--- src/rtl/motor_pwm_ctrl.sv ---
// motor_pwm_ctrl
//   Multi-channel H-bridge PWM controller. One period counter is shared by all
//   channels. Each channel has its own latched duty word and a direction FSM
//   that inserts a dead-time whenever the direction reverses.
//
//   state  | meaning
//   -------+--------------------------------------------------------------
//   S_STOP | bridge idle, both outputs low
//   S_FWD  | forward PWM active on f_pwm
//   S_REV  | reverse PWM active on b_pwm
//   S_DEAD | reversal in progress, both outputs low for DEAD cycles
//
// Ports
//   clk       system clock (rising edge)
//   rst_n     asynchronous active-low reset
//   halt      synchronous stop of all channels
//   forward   per-channel forward request
//   back      per-channel reverse request
//   duty      per-channel high time, channel i at [i*CNT_W +: CNT_W]
//   f_pwm     per-channel forward PWM (registered)
//   b_pwm     per-channel reverse PWM (registered)
//   dead_act  per-channel dead-time flag (registered)

module motor_pwm_ctrl #(
  parameter int CH     = 2,
  parameter int CNT_W  = 8,
  parameter int PERIOD = 100,
  parameter int DEAD   = 16
) (
  input  logic                clk,
  input  logic                rst_n,
  input  logic                halt,
  input  logic [CH-1:0]       forward,
  input  logic [CH-1:0]       back,
  input  logic [CH*CNT_W-1:0] duty,
  output logic [CH-1:0]       f_pwm,
  output logic [CH-1:0]       b_pwm,
  output logic [CH-1:0]       dead_act
);

  // duty_l must be able to hold PERIOD itself, which may equal 2^CNT_W
  localparam logic [CNT_W-1:0] CNT_MAX  = CNT_W'(PERIOD - 1);
  localparam logic [CNT_W:0]   PERIOD_L = (CNT_W + 1)'(PERIOD);
  localparam int               DW       = (DEAD > 1) ? $clog2(DEAD) : 1;
  localparam logic [DW-1:0]    DEAD_LD  = DW'(DEAD - 1);

  typedef enum logic [1:0] {
    S_STOP = 2'd0,
    S_FWD  = 2'd1,
    S_REV  = 2'd2,
    S_DEAD = 2'd3
  } state_t;

  logic [CNT_W-1:0] cnt;
  logic             cnt_wrap;

  assign cnt_wrap = (cnt == CNT_MAX);

  always_ff @(posedge clk or negedge rst_n) begin
    if (!rst_n) begin
      cnt <= '0;
    end else if (halt || cnt_wrap) begin
      cnt <= '0;
    end else begin
      cnt <= cnt + CNT_W'(1);
    end
  end

  for (genvar i = 0; i < CH; i++) begin : g_ch
    state_t           state, state_nx;
    logic [DW-1:0]    dead_cnt, dead_cnt_nx;
    logic [CNT_W:0]   duty_l;
    logic [CNT_W:0]   duty_cl;
    logic [CNT_W-1:0] duty_in;
    logic             req_fwd, req_rev;
    logic             raw;
    logic             f_q, b_q, d_q;

    assign duty_in = duty[i*CNT_W +: CNT_W];
    assign duty_cl = ({1'b0, duty_in} > PERIOD_L) ? PERIOD_L : {1'b0, duty_in};
    assign req_fwd = forward[i] & ~back[i];
    assign req_rev = back[i] & ~forward[i];
    // duty_l == PERIOD keeps this true for every cnt, so no glitch at wrap
    assign raw     = ({1'b0, cnt} < duty_l);

    always_comb begin
      state_nx    = state;
      dead_cnt_nx = dead_cnt;
      case (state)
        S_STOP: begin
          if (req_fwd)      state_nx = S_FWD;
          else if (req_rev) state_nx = S_REV;
        end
        S_FWD: begin
          if (req_rev) begin
            state_nx    = S_DEAD;
            dead_cnt_nx = DEAD_LD;
          end else if (!req_fwd) begin
            state_nx = S_STOP;
          end
        end
        S_REV: begin
          if (req_fwd) begin
            state_nx    = S_DEAD;
            dead_cnt_nx = DEAD_LD;
          end else if (!req_rev) begin
            state_nx = S_STOP;
          end
        end
        S_DEAD: begin
          // timer expiry picks the exit from the request seen in this last cycle
          if (dead_cnt == '0) begin
            if (req_fwd)      state_nx = S_FWD;
            else if (req_rev) state_nx = S_REV;
            else              state_nx = S_STOP;
          end else begin
            dead_cnt_nx = dead_cnt - DW'(1);
          end
        end
        default: state_nx = S_STOP;
      endcase
    end

    always_ff @(posedge clk or negedge rst_n) begin
      if (!rst_n) begin
        state    <= S_STOP;
        dead_cnt <= '0;
        duty_l   <= '0;
        f_q      <= 1'b0;
        b_q      <= 1'b0;
        d_q      <= 1'b0;
      end else if (halt) begin
        state    <= S_STOP;
        dead_cnt <= '0;
        duty_l   <= '0;
        f_q      <= 1'b0;
        b_q      <= 1'b0;
        d_q      <= 1'b0;
      end else begin
        state    <= state_nx;
        dead_cnt <= dead_cnt_nx;
        if (cnt_wrap) duty_l <= duty_cl;
        f_q      <= (state == S_FWD) && raw;
        b_q      <= (state == S_REV) && raw;
        d_q      <= (state == S_DEAD);
      end
    end

    assign f_pwm[i]    = f_q;
    assign b_pwm[i]    = b_q;
    assign dead_act[i] = d_q;
  end

endmodule

--- config.mk ---
export PLATFORM = sky130hd
export DESIGN_NAME = motor_pwm_ctrl
export DESIGN_NICKNAME = d
export VERILOG_FILES = /design/src/rtl/motor_pwm_ctrl.sv
export SDC_FILE = /design/constraint.sdc
export NUM_CORES = 1
export LEC_CHECK = 0
export ABC_AREA = 0
export CAP_MARGIN = 40
export CORE_MARGIN = 1.5
export CORE_UTILIZATION = 41
export DETAILED_ROUTE_END_ITERATION = 16
export GPL_TIMING_DRIVEN = 0
export PLACE_DENSITY = 0.72
export SYNTH_ARGS = -nofsm -noshare
export SYNTH_HDL_FRONTEND = slang
export SYNTH_SLANG_ARGS = --single-unit
--- constraint.sdc ---
create_clock -name clk -period 4.9 [get_ports clk]
set_input_delay 0.98 -clock clk [delete_from_list [all_inputs] [get_ports clk]]
set_output_delay 0.98 -clock clk [all_outputs]
set_load 0.01 [all_outputs]
* After elaboration in Yosys (flattened, before gate mapping)
Cells that the tools add are included.
Cells by class: add/subtract/negate cells 3, $mul 0, div/mod/pow operators 0, $lt $le $gt $ge 4, equality and inequality tests 21, shifts and indexed selects 0, muxes and demuxes 45, bitwise operators 8, reduce and logical (&&, ||, !) cells 16
Operators by type and width (count):
- 2-bit 2-to-1 mux | 20
- 9-bit 2-to-1 mux | 4
- 4-bit 2-to-1 mux | 8
- 8-bit 2-to-1 mux | 3
- 3-bit inequality test, second input constant | 8
- 4-bit inequality test, second input constant | 6
- 4-bit case mux with 3 select lines | 2
- 8-bit by 9-bit less-than comparator with 1-bit output | 2
- 8-bit by 7-bit > comparator with 1-bit output, second input constant | 2
- 2-bit case mux with 4 select lines | 2
- 4-bit AND reduction | 4
- 8-bit by 1-bit adder with 8-bit output, second input constant | 1
- 2-bit equality test, second input constant | 4
- 8-bit by 7-bit equality test with 1-bit output, second input constant | 1
- 4-bit zero test | 2
- 4-bit nonzero test | 2
- 4-bit by 1-bit subtractor with 4-bit output, second input constant | 2
- 1-bit 2-to-1 mux | 6
- 1-bit AND | 4
- 2-bit by 1-bit equality test with 1-bit output, second input constant | 2
- 1-bit logical AND | 4
- 2-bit zero test | 2
- 1-bit inverter | 4
- 2-bit nonzero test | 1
- 1-bit logical OR | 1
Word-level totals: flip-flop bits (word level) 44, bits in latches 0, bits in writable memories 0, bits in read-only memories 0, bits of input ports 23, word-level logic and storage cells 110, memories kept 0

* Longest topological paths before layout
Gate-level depths: netlist of the first run.
word-level depth 7, gate-level depth with buffers 7

* Worst setup path after synthesis of the first run
OpenSTA, ideal clock, no wires.
path kind reg-to-reg, from register cnt[0], to register cnt[2], setup time 119 ps, data arrival time 1806 ps, data required time 4781 ps, path slack 2975 ps, stages on the path, launching flop included 8, path through dfrtp_1 -> ha_1 -> or4b_1 -> or3_1 -> buf_6 -> or2b_1 -> buf_4 -> nor2_1
Between the ends: longest elaborated chain between the ends 3, elaborated cells between the ends (all ways) 4
RTL lines:
- start, declared | line 54 | logic [CNT_W-1:0] cnt;
- start signal, assigned | line 65 | cnt <= cnt + CNT_W'(1);
- branches (longest 2 deep; another with 8-bit by 1-bit adder with 8-bit output)
- 8-bit 2-to-1 mux * | line 62 | end else if (halt || cnt_wrap) begin
Every way passes the cells marked *. A chain may end at the register's enable or synchronous reset.

* Final worst setup path of the first run
from input port halt, to register g_ch[1].state[1]
Between the ends: longest elaborated chain between the ends 2, elaborated cells between the ends (all ways) 6
RTL lines:
- start, declared | line 32 | input logic halt,
- 4-bit inequality test (no source line) or 3-bit inequality test (tied branches)
- 4-bit AND reduction (no source line)
- end signal, assigned | line 140 | state <= state_nx;
- end, declared | line 70 | state_t state, state_nx;
Several ways; a longest one is shown, not always the timed one.

==> metrics.txt, run 1 <==
# TYPE chip_impl_metric gauge
chip_impl_metric{name="die_area",unit="µm²"} 6194
chip_impl_metric{name="post_place_instance_area",unit="µm²"} 2743
chip_impl_metric{name="timing_worst_slew_pin_value",unit="ps"} 549.6
chip_impl_metric{name="die-height",unit="µm"} 78.71
chip_impl_metric{name="drt-initial-drc-count",unit=""} 101
chip_impl_info{name="holdCritPathClass",value="reg2reg"} 1
chip_impl_metric{name="share_of_async_settable_or_async_resettable_flops_after_synthesis",unit="%"} 100.0
chip_impl_metric{name="area_growth_syn_to_layout",unit="%"} 20.61
chip_impl_metric{name="place_congestion",unit=""} 0.7770
chip_impl_metric{name="final_nets",unit=""} 329
chip_impl_metric{name="post_route_design_area",unit="µm²"} 2834
chip_impl_metric{name="routed_via_density",unit=""} 5.276
chip_impl_metric{name="fin_tns_setup",unit="ps"} 0
chip_impl_metric{name="number_of_placed_instances_taps_included",unit=""} 354
chip_impl_metric{name="post_synth_instance_area",unit="µm²"} 2350
chip_impl_metric{name="route.vias.total",unit=""} 1910
chip_impl_metric{name="grt_antenna_before_repair",unit=""} 0
chip_impl_metric{name="grt_first_pass_wirelength",unit="µm"} 8286
chip_impl_metric{name="ctsHoldBuffers",unit=""} 0
chip_impl_info{name="timing.setup.critical_path_class",value="in2reg"} 1
chip_impl_metric{name="drv_slew",unit=""} 0
chip_impl_metric{name="clkLatencyLatePin",unit="ps"} 300
chip_impl_metric{name="ys.warnings.count",unit=""} 0
chip_impl_metric{name="dieWidth",unit="µm"} 78.71
chip_impl_metric{name="design.core.area",unit="µm²"} 5507
chip_impl_metric{name="report.final.setup_viol",unit=""} 0
chip_impl_info{name="sort_of_element_at_the_end_of_the_critical_path",value="flip-flop"} 1
chip_impl_metric{name="vias_in_the_first_global_route",unit=""} 1817
chip_impl_metric{name="detail_route.wirelength",unit="µm"} 4744
chip_impl_metric{name="timing.fmax",unit="GHz"} 0.4088
chip_impl_metric{name="detail_route.drc_violations",unit=""} 0
chip_impl_info{name="setup.worst_path.start",value="halt"} 1
chip_impl_info{name="synth_common_cells",value="dfrtp_1 (42), nor2_1 (30), inv_1 (25), a21oi_1 (18), nand2_1 (18)"} 1
chip_impl_metric{name="synthDistinctLibCells",unit=""} 35
chip_impl_metric{name="yosysSeqAreaShare",unit="%"} 44.73
chip_impl_info{name="critPathSlowestCell",value="clkdlybuf4s50_1"} 1
chip_impl_metric{name="synth.ff_latch_count",unit=""} 42
chip_impl_info{name="r2r-end",value="g_ch[1].dead_cnt[1]"} 1
chip_impl_metric{name="mappedNetlistNets",unit=""} 293
chip_impl_metric{name="postCtsSetupRepairBufs",unit=""} 0
chip_impl_metric{name="edff_count_synth",unit=""} 0
chip_impl_metric{name="reg2regPathDepth",unit=""} 6
chip_impl_metric{name="place.detailed.hpwl",unit="µm"} 3559
chip_impl_info{name="ctsRootBufferMaster",value="clkbuf_8"} 1
chip_impl_info{name="most_frequent_cell_after_synthesis",value="dfrtp_1"} 1
chip_impl_info{name="post_synth_main_area_contributors",value="dfrtp_1 (45%), ha_1 (9.1%), nor2_1 (4.8%)"} 1
chip_impl_info{name="tritoncts",value="built"} 1
chip_impl_metric{name="multi_input_area",unit="µm²"} 1102
chip_impl_metric{name="p_leak",unit="nW"} 1.227
chip_impl_metric{name="track_usage",unit="%"} 17.30
chip_impl_metric{name="timing.final.hold_violations",unit=""} 0
chip_impl_metric{name="drt_pre_antenna_iters",unit=""} 4
chip_impl_metric{name="ioPinCount",unit=""} 29
chip_impl_metric{name="num_antenna_cells",unit=""} 0
chip_impl_metric{name="reg2reg_setup_slack",unit="ps"} 2730
chip_impl_metric{name="portBuffers",unit=""} 28
chip_impl_metric{name="effective_utilization_at_floorplan",unit="%"} 42.67
chip_impl_metric{name="final_cells",unit=""} 362
chip_impl_metric{name="fillCellCount",unit=""} 526
chip_impl_info{name="cp-start-kind",value="input port"} 1
chip_impl_metric{name="period_share",unit="%"} 49.92
chip_impl_metric{name="fin_skew",unit="ps"} 10.30
chip_impl_metric{name="antenna_violating_nets_post_route",unit=""} 0
chip_impl_metric{name="ir_worst_vdd",unit="V"} 0.0001063
chip_impl_metric{name="syn_avg_cell_area",unit="µm²"} 9.288
chip_impl_metric{name="post_route_cells_drive_above_1_share",unit="%"} 7.241
chip_impl_info{name="critical_path.cell_chain",value="clkdlybuf4s50_1 > clkbuf_1 > clkbuf_1 > nor2_1"} 1
chip_impl_metric{name="worst-endpoint-arrival",unit="ps"} 2610
chip_impl_metric{name="final-seq-area",unit="µm²"} 1051
chip_impl_metric{name="cts_resized",unit=""} 0
chip_impl_info{name="rsz_0062_raised_after_global_routing",value="false"} 1
chip_impl_metric{name="cap_violations",unit=""} 0
chip_impl_metric{name="worst_path_largest_cell_delay",unit="ps"} 550
chip_impl_metric{name="timing.final.crit_period",unit="ps"} 2446
chip_impl_metric{name="cts_max_level",unit=""} 2
chip_impl_metric{name="netlist.area_leader.share",unit="%"} 44.73
chip_impl_metric{name="largest_net_degree_at_the_start_of_global_routing",unit=""} 23
chip_impl_metric{name="dp_worst_setup_slack",unit="ps"} 2144
chip_impl_metric{name="cp.required",unit="ps"} 5060
chip_impl_metric{name="fin_ws",unit="ps"} 2454
chip_impl_info{name="postSynth.topFlopCell",value="dfrtp_1"} 1
chip_impl_metric{name="clk_slew_on_worst_s_h_paths",unit="ps"} 80
chip_impl_info{name="synth_top_cell_by_area",value="dfrtp_1"} 1
chip_impl_metric{name="grt_remaining_overflow",unit=""} 0
chip_impl_info{name="critPathCapture",value="g_ch[1].state[1]"} 1
chip_impl_metric{name="tritoncts.num_buffers",unit=""} 5
chip_impl_info{name="critPathMostFrequentCell",value="clkbuf_1"} 1
chip_impl_metric{name="clock_sink_count",unit=""} 42
chip_impl_metric{name="path_max_fanout",unit=""} 10
chip_impl_metric{name="cts_max_path_buffers",unit=""} 2
chip_impl_metric{name="max-slew-margin-rel",unit="%"} 63.14
chip_impl_metric{name="routedWlPerCell",unit="µm"} 13.10
chip_impl_metric{name="power_per_cell_area",unit="nW/µm²"} 243.2
chip_impl_metric{name="post_synth_inst_count",unit=""} 253
chip_impl_info{name="outcome",value="completed"} 1
chip_impl_info{name="reg2reg_from",value="g_ch[1].dead_cnt[0]"} 1
chip_impl_metric{name="report.power.total",unit="mW"} 0.6891
chip_impl_metric{name="row_count",unit=""} 27
-- cells by family (layout without fill, tap and decap cells) --
group | after synthesis | after routing | share of synthesized area [%]
XOR/XNOR | 10 | 10 | 3.728
adder cells (fa/ha/maj) | 17 | 17 | 9.052
buffers and inverters | 40 | 77 | 8.360
AO/OA/AOI/OAI | 50 | 50 | 14.00
AND/OR/NAND/NOR | 94 | 94 | 20.13
flip-flops | 42 | 42 | 44.73
-- cell type report --
cell class | instances | area share [%]
Sequential cell | 42 | 37.09
Multi-Input combinational cell | 171 | 38.90
Clock inverter | 1 | 0.1766
Clock buffer | 7 | 3.046
Timing Repair Buffer | 29 | 10.68
Buffer | 15 | 3.620
Inverter | 25 | 3.311
Tap cell | 72 | 3.179
-- flip-flops by register name (all words and copies together) (netlist names) --
name / count
g_ch.dead_cnt: 8
g_ch.b_q: 2
cnt: 8
g_ch.duty_l: 16
g_ch.f_q: 2
g_ch.state: 4
g_ch.d_q: 2
-- per-stage QoR --
stage               utilization (%)  hold slack [ps]
detailed placement            49.81            486.7
global placement              49.40            476.6
finish                        51.47            508.7
floorplan                         -            463.0
CTS                           51.47            504.1
global route                  51.47            531.8
-- critical path: cells and delay by family --
family	cells	cell delay [ps]
buffers and inverters	3	1520
AND/OR/NAND/NOR	1	110
-- power breakdown --
part / total, mW / internal [mW] / switching (mW)
Combinational: 0.0932 / 0.0471 / 0.0461
Sequential: 0.364 / 0.355 / 0.00978
Clock: 0.232 / 0.114 / 0.118
Total: 0.689 / 0.515 / 0.174
-- per-layer routing --
layer  vias up  wire length (µm)  track usage (%)
met5         -                 0                0
met4         0                89            7.679
met3         9               305            4.713
met2        53              2140            26.38
met1       903              2209            22.99
li1        945                 -                -
-- cells in the final DEF, fill, tap and decap left out, types with 4 or more instances in the layout --
cell type and count:
nand2_1 18, a211oi_1 9, nor3_1 10, buf_4 7
xnor2_1 7, ha_1 17, inv_1 25, clkdlybuf4s50_1 27
clkbuf_1 6, a21oi_1 18, nor2b_1 4, a21o_1 6
nor3b_1 6, nand3_1 13, nor2_1 30, clkbuf_8 6
dfrtp_1 42
-- worst min-delay path by stage --
stage / startpoint / end / cells after the start
4_1_cts: g_ch[0].duty_l[7] / g_ch[0].duty_l[7] / 2
5_1_grt: g_ch[0].duty_l[7] / g_ch[0].duty_l[7] / 2
2_1_floorplan: g_ch[0].duty_l[7] / g_ch[0].duty_l[7] / 2
3_5_place_dp: g_ch[0].duty_l[7] / g_ch[0].duty_l[7] / 2
3_3_place_gp: g_ch[0].duty_l[7] / g_ch[0].duty_l[7] / 2
6_report: g_ch[0].duty_l[7] / g_ch[0].duty_l[7] / 2
No activity file was read; power rests on OpenSTA's default activity.
==> run 2, diff against run 1 <==
--- a/config.mk
+++ b/config.mk
@@ -11,7 +11,7 @@
 export CORE_UTILIZATION = 41
 export DETAILED_ROUTE_END_ITERATION = 16
 export GPL_TIMING_DRIVEN = 0
-export PLACE_DENSITY = 0.72
+export PLACE_DENSITY = 0.74
 export SYNTH_ARGS = -nofsm -noshare
 export SYNTH_HDL_FRONTEND = slang
 export SYNTH_SLANG_ARGS = --single-unit
==> constraint.sdc (replaced) <==
create_clock -name clk -period 2.25 [get_ports clk]
set_input_delay 0.45 -clock clk [delete_from_list [all_inputs] [get_ports clk]]
set_output_delay 0.45 -clock clk [all_outputs]
set_load 0.01 [all_outputs]
==> metrics.txt, run 2 (synthesis results as in run 1) <==
# TYPE chip_impl_metric gauge
chip_impl_metric{name="cts_max_level",unit=""} 2
chip_impl_metric{name="clkLatencyLatePin",unit="ps"} 300
chip_impl_metric{name="dieWidth",unit="µm"} 78.71
chip_impl_metric{name="die-height",unit="µm"} 78.71
chip_impl_info{name="largest_register",value="g_ch.duty_l"} 1
chip_impl_metric{name="vias_in_the_first_global_route",unit=""} 1818
chip_impl_metric{name="report.final.setup_viol",unit=""} 0
chip_impl_info{name="tritoncts",value="built"} 1
chip_impl_metric{name="track_usage",unit="%"} 17.32
chip_impl_metric{name="drt-initial-drc-count",unit=""} 67
chip_impl_metric{name="row_count",unit=""} 27
chip_impl_metric{name="detail_route.wirelength",unit="µm"} 4771
chip_impl_metric{name="place_congestion",unit=""} 0.8459
chip_impl_metric{name="p_leak",unit="nW"} 1.233
chip_impl_metric{name="detail_route.drc_violations",unit=""} 0
chip_impl_info{name="cp-start-kind",value="flip-flop"} 1
chip_impl_info{name="reg.largest.list",value="g_ch.duty_l x16, cnt x8, g_ch.dead_cnt x8"} 1
chip_impl_metric{name="portBuffers",unit=""} 28
chip_impl_metric{name="cts_max_path_buffers",unit=""} 2
chip_impl_info{name="holdCritPathClass",value="in2async"} 1
chip_impl_metric{name="die_area",unit="µm²"} 6194
chip_impl_metric{name="post_route_cells_drive_above_1_share",unit="%"} 8.621
chip_impl_metric{name="clk_slew_on_worst_s_h_paths",unit="ps"} 80
chip_impl_metric{name="largest_reg_flops",unit=""} 16
chip_impl_info{name="ctsRootBufferMaster",value="clkbuf_8"} 1
chip_impl_info{name="timing.setup.critical_path_class",value="reg2reg"} 1
chip_impl_metric{name="drv_slew",unit=""} 0
chip_impl_metric{name="timing.final.hold_violations",unit=""} 0
chip_impl_metric{name="clock_sink_count",unit=""} 42
chip_impl_metric{name="max-slew-margin-rel",unit="%"} 64.64
chip_impl_metric{name="place.detailed.hpwl",unit="µm"} 3479
chip_impl_metric{name="cap_violations",unit=""} 0
chip_impl_metric{name="sequential_share_of_power",unit="%"} 50.0
chip_impl_metric{name="area_growth_syn_to_layout",unit="%"} 21.51
chip_impl_info{name="final_cell_mix",value="dfrtp_1 (41), nor2_1 (30), clkdlybuf4s50_1 (27), inv_1 (25)"} 1
chip_impl_metric{name="fillCellCount",unit=""} 502
chip_impl_metric{name="num_antenna_cells",unit=""} 0
chip_impl_metric{name="ioPinCount",unit=""} 29
chip_impl_metric{name="grt_antenna_before_repair",unit=""} 0
chip_impl_metric{name="antenna_violating_nets_post_route",unit=""} 0
chip_impl_metric{name="final_nets",unit=""} 329
chip_impl_metric{name="design.core.area",unit="µm²"} 5507
chip_impl_metric{name="tritoncts.num_buffers",unit=""} 5
chip_impl_metric{name="fin_skew",unit="ps"} 8.789
chip_impl_metric{name="report.power.total",unit="mW"} 1.588
chip_impl_metric{name="power_per_cell_area",unit="nW/µm²"} 556.1
chip_impl_metric{name="effective_utilization_at_floorplan",unit="%"} 42.67
chip_impl_metric{name="grt_remaining_overflow",unit=""} 0
chip_impl_metric{name="power.switching",unit="mW"} 0.3872
chip_impl_metric{name="period_share",unit="%"} 92.68
chip_impl_metric{name="p_int",unit="mW"} 1.201
chip_impl_info{name="outcome",value="completed"} 1
chip_impl_metric{name="grt_first_pass_wirelength",unit="µm"} 8349
chip_impl_metric{name="clock_power_share",unit="%"} 37.1
chip_impl_metric{name="number_of_placed_instances_taps_included",unit=""} 354
chip_impl_metric{name="worst-endpoint-arrival",unit="ps"} 2270
chip_impl_metric{name="drt_pre_antenna_iters",unit=""} 6
chip_impl_metric{name="path_max_fanout",unit=""} 9
chip_impl_metric{name="comb_power_share",unit="%"} 12.8
chip_impl_metric{name="timing.final.crit_period",unit="ps"} 2085
chip_impl_metric{name="timing_worst_slew_pin_value",unit="ps"} 530.4
chip_impl_metric{name="ir_worst_vdd",unit="V"} 0.0002784
chip_impl_metric{name="ctsHoldBuffers",unit=""} 0
chip_impl_metric{name="route.vias.total",unit=""} 1915
chip_impl_metric{name="cp.required",unit="ps"} 2440
chip_impl_metric{name="timing.fmax",unit="GHz"} 0.4795
chip_impl_metric{name="reg2regPathDepth",unit=""} 7
chip_impl_info{name="commonest_non_fill_non_tap_cell_in_the_layout",value="dfrtp_1"} 1
chip_impl_metric{name="largest_net_degree_at_the_start_of_global_routing",unit=""} 31
chip_impl_metric{name="final_cells",unit=""} 362
chip_impl_info{name="rsz_0062_raised_after_global_routing",value="false"} 1
chip_impl_metric{name="power_switching_share",unit="%"} 24.39
chip_impl_metric{name="routedWlPerCell",unit="µm"} 13.18
chip_impl_info{name="sort_of_element_at_the_end_of_the_critical_path",value="flip-flop"} 1
chip_impl_metric{name="routed_via_density",unit=""} 5.290
-- run 2: cell count changes in the layout (fill, tap and decap cells not counted), sizes merged --
cell and delta:
clkinv +1, clkbuf -2, bufinv +1
-- run 2: through the flow --
stage	area [µm²]	TNS [ps]	setup slack, ps	utilization (%)	hold WS [ps]
2_1_floorplan	2350	0	324.8	-	154.4
3_3_place_gp	2720	-14430	-346.0	49.40	482.2
3_5_place_dp	2735	0	41.23	49.67	363.3
4_1_cts	2844	0	63.95	51.65	42.69
5_1_grt	2855	0	21.25	51.85	47.37
6_report	2855	0	164.6	51.85	42.54
-- run 2: worst max-delay path, cell delays in order (launching register included) --
cell and delay, ps:
dfrtp_1 440, ha_1 230, or4b_1 470, or3_1 340, buf_6 150, or2b_1 140
buf_4 150, nor2_1 50
-- run 2: power groups by stage --
stage               Clock [mW]  Combinational, mW  Sequential [mW]
finish                   0.589              0.204            0.795
global route             0.639              0.229            0.797
CTS                      0.603              0.205            0.794
detailed placement           0              0.203            0.808
global placement             0              0.193            0.808
floorplan                    0              0.110            0.803
-- run 2: cell type report --
| cell class | count | area [µm²] | share of cell area, % |
|---|---|---|---|
| buffer | 15 | 102.6 | 3.593 |
| clock buffer | 5 | 68.82 | 2.410 |
| clock inverter | 3 | 40.04 | 1.402 |
| inverter | 25 | 93.84 | 3.287 |
| multi-input combinational | 171 | 1112 | 38.96 |
| sequential | 42 | 1052 | 36.85 |
| tap | 72 | 90.09 | 3.155 |
| timing repair buffer | 29 | 295.3 | 10.34 |
-- run 2: final timing paths --
check,start,end,slack (ps)
max,cnt[1],cnt[2],160
min,rst_n,g_ch[1].duty_l[7],40
max reg2reg,cnt[1],cnt[2],160
min reg2reg,g_ch[1].duty_l[7],g_ch[1].duty_l[7],510
max in group asynchronous,rst_n,g_ch[1].duty_l[2],1760
min in group clk,g_ch[1].duty_l[7],g_ch[1].duty_l[7],510
-- run 2: what timing repair did --
item,4_1_cts,5_1_grt
endpoints found under the setup margin,0,9
buffers inserted,0,0
gates resized for setup,0,3
-- run 2: routing by layer --
metal | GRT usage [%] | vias up | share of wire [%] | wire [µm]
met3 | 4.368 | 6 | 4.8 | 228
met5 | 0 | - | 0 | 0
li1 | - | 941 | - | -
met4 | 6.786 | 0 | 1.7 | 79
met1 | 23.03 | 919 | 47 | 2226
met2 | 27.07 | 49 | 47 | 2236
